**src/rtl/lock_pkg.sv**
```systemverilog
// Shared state encodings and code-digit selection for the keypad lock.
package lock_pkg;

    localparam logic [2:0] IDLE    = 3'd0;
    localparam logic [2:0] ENTER   = 3'd1;
    localparam logic [2:0] CHECK   = 3'd2;
    localparam logic [2:0] OPEN    = 3'd3;
    localparam logic [2:0] ROUTE   = 3'd4;
    localparam logic [2:0] LOCKOUT = 3'd5;

    typedef enum logic [2:0] {
        StIdle    = IDLE,
        StEnter   = ENTER,
        StCheck   = CHECK,
        StOpen    = OPEN,
        StRoute   = ROUTE,
        StLockout = LOCKOUT
    } state_e;

    // Widest code / digit the helper supports; callers truncate to their own width.
    localparam int unsigned MaxCodeW  = 256;
    localparam int unsigned MaxDigitW = 32;

    // Digit i of a packed code with w-bit digits; digit 0 sits in the LSBs.
    function automatic logic [MaxDigitW-1:0] digit_at(input logic [MaxCodeW-1:0] code,
                                                      input int unsigned         i,
                                                      input int unsigned         w);
        return MaxDigitW'(code >> (i * w));
    endfunction

endpackage

```
**src/rtl/lock_timer.sv**
```systemverilog
// Lockout down-counter: load with LOCK_CYCLES-1, decrement to zero and hold there.
module lock_timer #(
    parameter int unsigned LOCK_CYCLES = 16
) (
    input  logic clk,
    input  logic rst,
    input  logic load,
    input  logic dec,
    output logic zero
);

    localparam int unsigned CntW = (LOCK_CYCLES > 1) ? $clog2(LOCK_CYCLES) : 1;
    localparam logic [CntW-1:0] LoadVal = CntW'(LOCK_CYCLES - 1);

    logic [CntW-1:0] cnt_q, cnt_d;

    always_comb begin
        cnt_d = cnt_q;
        if (load) begin
            cnt_d = LoadVal;
        end else if (dec && (cnt_q != '0)) begin
            cnt_d = cnt_q - 1'b1;
        end
    end

    always_ff @(posedge clk or posedge rst) begin
        if (rst) begin
            cnt_q <= '0;
        end else begin
            cnt_q <= cnt_d;
        end
    end

    assign zero = (cnt_q == '0);

endmodule

```
**src/rtl/param_lock_fsm.sv**
```systemverilog
// Moore password lock with failed-attempt counting and parity routing of data words.
// Timed lockout after MAX_TRIES failures is built only with PARAM_LOCK_LOCKOUT_EN defined.
module param_lock_fsm
    import lock_pkg::*;
#(
    parameter int unsigned                  DIGIT_W     = 4,
    parameter int unsigned                  PASS_LEN    = 4,
    parameter logic [DIGIT_W*PASS_LEN-1:0]  PASSWORD    = 16'h9A3C,
    parameter int unsigned                  MAX_TRIES   = 3,
    parameter int unsigned                  LOCK_CYCLES = 16
) (
    input  logic                              clk,
    input  logic                              rst,
    input  logic                              confirm,
    input  logic [DIGIT_W-1:0]                pass_data,
    input  logic                              logout,
    output logic                              en_left,
    output logic                              en_right,
    output logic [DIGIT_W-1:0]                dout,
    output logic [2:0]                        state,
    output logic                              unlocked,
    output logic                              locked_out,
    output logic [$clog2(MAX_TRIES+1)-1:0]    fail_cnt
);

    localparam int unsigned IdxW  = (PASS_LEN > 1) ? $clog2(PASS_LEN) : 1;
    localparam int unsigned FailW = $clog2(MAX_TRIES + 1);

    localparam logic [IdxW-1:0]     IdxLast = IdxW'(PASS_LEN - 1);
    localparam logic [FailW-1:0]    FailMax = FailW'(MAX_TRIES);
    localparam logic [MaxCodeW-1:0] CodeExt = MaxCodeW'(PASSWORD);

    state_e              state_q, state_d;
    logic [IdxW-1:0]     idx_q, idx_d;
    logic                mism_q, mism_d;
    logic [FailW-1:0]    fail_q, fail_d;
    logic [DIGIT_W-1:0]  dout_q, dout_d;

    logic [DIGIT_W-1:0]  exp_digit;
    logic [FailW-1:0]    fail_inc;

    assign exp_digit = DIGIT_W'(digit_at(CodeExt, 32'(idx_q), DIGIT_W));
    assign fail_inc  = (fail_q == FailMax) ? fail_q : fail_q + 1'b1;

`ifdef PARAM_LOCK_LOCKOUT_EN
    logic timer_load;
    logic timer_zero;

    lock_timer #(
        .LOCK_CYCLES (LOCK_CYCLES)
    ) u_lock_timer (
        .clk  (clk),
        .rst  (rst),
        .load (timer_load),
        .dec  (state_q == StLockout),
        .zero (timer_zero)
    );
`endif

    always_comb begin
        state_d = state_q;
        idx_d   = idx_q;
        mism_d  = mism_q;
        fail_d  = fail_q;
        dout_d  = dout_q;
`ifdef PARAM_LOCK_LOCKOUT_EN
        timer_load = 1'b0;
`endif

        case (state_q)
            StIdle: begin
                state_d = StEnter;
            end

            StEnter: begin
                // Mismatches accumulate silently so a wrong digit is not revealed early.
                if (confirm) begin
                    mism_d = mism_q | (pass_data != exp_digit);
                    if (idx_q == IdxLast) begin
                        idx_d   = '0;
                        state_d = StCheck;
                    end else begin
                        idx_d = idx_q + 1'b1;
                    end
                end
            end

            StCheck: begin
                mism_d = 1'b0;
                if (!mism_q) begin
                    fail_d  = '0;
                    state_d = StOpen;
                end else begin
                    fail_d  = fail_inc;
                    state_d = StEnter;
`ifdef PARAM_LOCK_LOCKOUT_EN
                    if (fail_inc == FailMax) begin
                        state_d    = StLockout;
                        timer_load = 1'b1;
                    end
`endif
                end
            end

            StOpen: begin
                if (logout) begin
                    state_d = StEnter;
                end else if (confirm) begin
                    dout_d  = pass_data;
                    state_d = StRoute;
                end
            end

            StRoute: begin
                state_d = StOpen;
            end

`ifdef PARAM_LOCK_LOCKOUT_EN
            StLockout: begin
                if (timer_zero) begin
                    fail_d  = '0;
                    state_d = StEnter;
                end
            end
`endif

            default: begin
                state_d = StIdle;
            end
        endcase
    end

    always_ff @(posedge clk or posedge rst) begin
        if (rst) begin
            state_q <= StIdle;
            idx_q   <= '0;
            mism_q  <= 1'b0;
            fail_q  <= '0;
            dout_q  <= '0;
        end else begin
            state_q <= state_d;
            idx_q   <= idx_d;
            mism_q  <= mism_d;
            fail_q  <= fail_d;
            dout_q  <= dout_d;
        end
    end

    // Strobes decode from ROUTE plus the parity of the registered word, so they can
    // only ever be high one at a time and only for the single ROUTE cycle.
    assign en_left   = (state_q == StRoute) &  dout_q[0];
    assign en_right  = (state_q == StRoute) & ~dout_q[0];
    assign dout      = dout_q;
    assign state     = state_q;
    assign unlocked  = (state_q == StOpen) | (state_q == StRoute);
    assign fail_cnt  = fail_q;
`ifdef PARAM_LOCK_LOCKOUT_EN
    assign locked_out = (state_q == StLockout);
`else
    assign locked_out = 1'b0;
`endif

endmodule

```
**config.mk**
```make
export PLATFORM = sky130hd
export DESIGN_NAME = param_lock_fsm
export DESIGN_NICKNAME = d
export VERILOG_FILES = /design/src/rtl/lock_pkg.sv /design/src/rtl/lock_timer.sv /design/src/rtl/param_lock_fsm.sv
export SDC_FILE = /design/constraint.sdc
export NUM_CORES = 1
export LEC_CHECK = 0
export BUFFER_PORTS_ARGS = -buffer_cell sky130_fd_sc_hd__buf_2
export CELL_PAD_IN_SITES_DETAIL_PLACEMENT = 0
export CELL_PAD_IN_SITES_GLOBAL_PLACEMENT = 1
export CORE_MARGIN = 3
export CORE_UTILIZATION = 39
export CTS_BUF_LIST = sky130_fd_sc_hd__clkbuf_4
export DETAILED_ROUTE_END_ITERATION = 7
export HOLD_SLACK_MARGIN = 0.02
export MAX_ROUTING_LAYER = met4
export PLACE_DENSITY_LB_ADDON = 0.1
export SETUP_SLACK_MARGIN = 0.3
export SLEW_MARGIN = 20
export SYNTH_ARGS = -nofsm -noshare
export SYNTH_HDL_FRONTEND = slang
export SYNTH_SLANG_ARGS = --single-unit
```
**constraint.sdc**
```tcl
create_clock -name clk -period 2 [get_ports clk]
set_clock_uncertainty 0.1 [all_clocks]
set_input_delay 0.6 -clock clk [delete_from_list [all_inputs] [get_ports clk]]
set_output_delay 0.6 -clock clk [all_outputs]
set_load 0.005 [all_outputs]
```
=== After elaboration in Yosys (flattened, before gate mapping) ===
Cells that the tools add are included.

* Muxes and demuxes: 11
* Equal/unequal tests: 11
* Reduce and logical (&&, ||, !) cells: 7
* Add/sub/neg operators: 2
* Bitwise logic cells: 6
* Shift operators: 1

{| class="wikitable"
|+ Operator list
! cell !! number
|-
| 16-bit by 4-bit >> shifter with 4-bit output (first input constant) || 1
|-
| 3-bit one-hot mux with 5 select lines || 1
|-
| 3-bit two-way mux || 4
|-
| 2-bit two-way mux || 4
|-
| 3-bit by 2-bit == test with 1-bit output (second input constant) || 2
|-
| 2-bit != test (second input constant) || 3
|-
| 2-bit AND reduction || 3
|-
| 3-bit AND reduction || 2
|-
| 2-bit by 1-bit adder with 2-bit output (second input constant) || 2
|-
| 2-bit == test (second input constant) || 2
|-
| 4-bit != test || 1
|-
| 3-bit by 1-bit == test with 1-bit output (second input constant) || 1
|-
| 3-bit == test (second input constant) || 1
|-
| 3-bit zero test || 1
|-
| 3-bit != test (second input constant) || 1
|-
| 1-bit bitwise AND || 2
|-
| 1-bit inverter || 2
|-
| 1-bit OR || 2
|-
| 1-bit one-hot mux with 2 select lines || 1
|-
| 2-bit nonzero test || 1
|-
| 1-bit two-way mux || 1
|}

* Flip-flop bits (word level): 12
* Bits of input ports: 8
* Output and inout port bits: 13
* Word-level logic and storage cells: 43

=== Depth between registers and ports, before layout ===
* Depth after elaboration: 5
* Mapped depth: 5
* Gate-level depth less buffers: 5

=== Worst setup path before layout ===
No wires, ideal clock.

* Path kind: register -> output
* Start point: register state_q[0] (netlist: state[0])
* End point: output unlocked
* Slack: 0.435 ns
* Buffers on the path: 1
* Data required time: 1.300 ns
* Arrival: 0.865 ns
* Cell stages (with the launch flop): 4
* Cell sequence: dfrtp_1 > buf_4 > nor3_1 > o21bai_1

* Longest elaborated chain between the ends: 2
* Elaborated cells on any way between the ends: 3
* Those cells by class: 2 x eq/ne; 1 x bitwise

{| class="wikitable"
|+ Ends and longest elaborated chain
! item !! line !! source
|-
| start, declared || param_lock_fsm.sv:33 || <nowiki>state_e state_q, state_d;</nowiki>
|-
| start signal, assigned || param_lock_fsm.sv:135 || <nowiki>state_q <= StIdle;</nowiki>
|-
| start signal, assigned || param_lock_fsm.sv:141 || <nowiki>state_q <= state_d;</nowiki>
|-
| 3-bit by 2-bit == test with 1-bit output or 3-bit == test (tied branches) || param_lock_fsm.sv:155 || <nowiki>assign unlocked = (state_q == StOpen) | (state_q == StRoute);</nowiki>
|-
| 1-bit OR * || param_lock_fsm.sv:155 ||
|-
| end, declared || param_lock_fsm.sv:21 || <nowiki>output logic unlocked,</nowiki>
|}

Mark *: on every way between the ends. The rest lies on a longest branch, timed or not.

=== Worst setup path after layout ===
* Start point: register state_q[2] (netlist: state[2])
* End point: output unlocked

The elaborated chain is that of the path after synthesis.

==> summary.txt <==
Worst-Skew Late Latency = 260 ps
Status = complete, no violations
Min Tclk post-route = 1880 ps
Critical path arrival = 1180 ps
CTS tree = built
# IOs = 21
Yosys warns = 0
R2R Setup Slk = 400 ps
Synthesized Nets = 77
Synthesized area = 686 um^2
Initial DRT Pass Iterations = 3
Total GRT Usage = 0.139
Initial Utilization = 0.435
Die H = 47.9 um
Vias = 555
Type of the most critical hold path = in2async
Hold-fix buffer count after cts = 0
Number of global-route vias before repair = 524
EDFF count, synth = 0
Leakage dissipation = 0.453 nW
Register area = 303 um^2
Crit path capture type = output port
Die Width = 47.9 um
Placed instance area = 786 um^2
Startpoint Class = register
Post-synth top area share = 0.438
Worst Reg-to-Reg Cells = 5
Final core utilization = 0.567
Crit Path Max Fanout = 4
Pin count of the biggest net entering global routing = 13
Dominant cells by area after synthesis = dfrtp_1 (44%), mux2_2 (9.9%), ha_1 (7.3%)
Unrepaired setup endpoints after global routing = true
Clock buffer depth = 2
Clock buffer count from CTS = 3
Total negative slack = 0 ps
Multi-input logic area = 370 um^2
Die footprint = 2300 um^2
Cells after Synth = 65
DPL Wire Length = 953 um
Residual DRC = 0
Nets = 107
Sink Count = 12
PortBufs = 19
Finish-stage setup viols = 0
Inserted Diodes = 0
CTS root buffer = clkbuf_4
Most common cell after layout, fill and taps aside = buf_2
Clock-pin transition on the worst setup and hold timing paths = 70 ps
Routed wire per std cell = 12.8 um
Final period util = 0.938
Synth unique cells = 27
Post-Route WL = 1.39 mm
FFs w/ async S/R, synth = 1.00
Detail Route Antenna Nets = 0
Mean Syn Cell Area = 10.5 um^2
Site Rows = 14
Routability congestion estimate = 0.702
Layout cells sized above 1 = 0.452
Kind of critical path = reg2out
Fin. max-slew vios = 0
Pwr/cell area = 1290 nW/um^2
Post-synthesis sequential element count = 12
Max_cap viols = 0
Design Power = 1.15 mW
H-tree depth = 1
Synth area leader = dfrtp_1
Crit Reg-Reg Endpoint = dout[3]
Final hold slack = 232 ps
Core footprint = 1580 um^2
Sequential share of the synthesized area = 0.438
Fillers = 139
Max VDD drop = 0.613 mV
GR Overflow Total = 0
Starting DRC count in detailed routing = 1
Hold Vio Cnt, Final = 0
Initial antenna violation count = 0
First-pass GRT wire length = 2.10 mm
Reg-to-Reg Start = state[1]
Final Instance Area = 893 um^2
Most frequent cells in the layout = buf_2 (19), dfrtp_1 (10), buf_4 (7)
Required @ worst endpoint = 1300 ps
Layout area overhead = 30.3%
Max Freq = 533 MHz
Most used DFF post-synth = dfrtp_1
Avg Vias per Cell = 5.09
## layer usage
layer	global-route usage	part of all wire
met1	0.154	0.43
met4	0.0806	0.010
met5	-	0
met2	0.224	0.53
met3	0.0338	0.032
## repair_timing
item | CTS | global route
pin swaps | 2 | 2
endpoints found under the setup margin | 3 | 4
resized for setup | 6 | 2
buffers inserted | 6 | 2
## registers in the layout (all words and copies together), names as in the netlist
| signal | cells |
|---|---|
| state | 3 |
| mism_q | 1 |
| fail_cnt | 2 |
| dout | 4 |
| idx_q | 2 |
## Yosys cell counts (all sizes together), types with 2 or more instances
master / number
ha: 4
xor2: 3
inv: 5
nand3: 2
nor3: 4
buf: 2
mux2: 6
nand2: 3
nor2: 6
nand2b: 3
dfrtp: 12
## power breakdown
group	internal, mW	total [mW]	switching (mW)	leakage (nW)
registers	0.347	0.461	0.114	0.144
clock network	0.0695	0.143	0.0731	0.0138
logic	0.312	0.545	0.233	0.296
## worst max path at each step
stage | start | to | cells after the start
3_5_place_dp | confirm | idx_q[1] | 4
6_report | state[2] | unlocked | 4
3_3_place_gp | confirm | idx_q[1] | 4
4_1_cts | state[1] | unlocked | 3
5_1_grt | state[2] | unlocked | 4
2_1_floorplan | state[0] | unlocked | 3
## worst max-delay path, cell delays in order (launching register included)
cell and delay, ps:
dfrtp_1 400, inv_2 70, nor3_4 180, o21bai_1 130
buf_2 130
## cell families after synthesis
logic type,Yosys count,share of synthesized area
AO/OA/AOI/OAI,7,0.0785
XOR/XNOR,4,0.0511
adder cells (fa/ha/maj),4,0.0730
buffers and inverters,7,0.0493
flip-flops,12,0.438
multiplexers,7,0.113
other,1,0.00547
AND/OR/NAND/NOR,23,0.192
## area by class of cell
class	count	area share
multi-input combinational	46	0.415
sequential	12	0.339
timing repair buffer	27	0.178
clock buffer	3	0.0252
tap	16	0.0224
inverter	5	0.0210
## stage by stage
stage,worst slack [ps],cells
floorplan,435,65
global placement,237,98
detailed placement,219,98
CTS,131,107
global route,43.3,109
finish,124,109
Note: power is estimated with default switching activity, not from simulation.
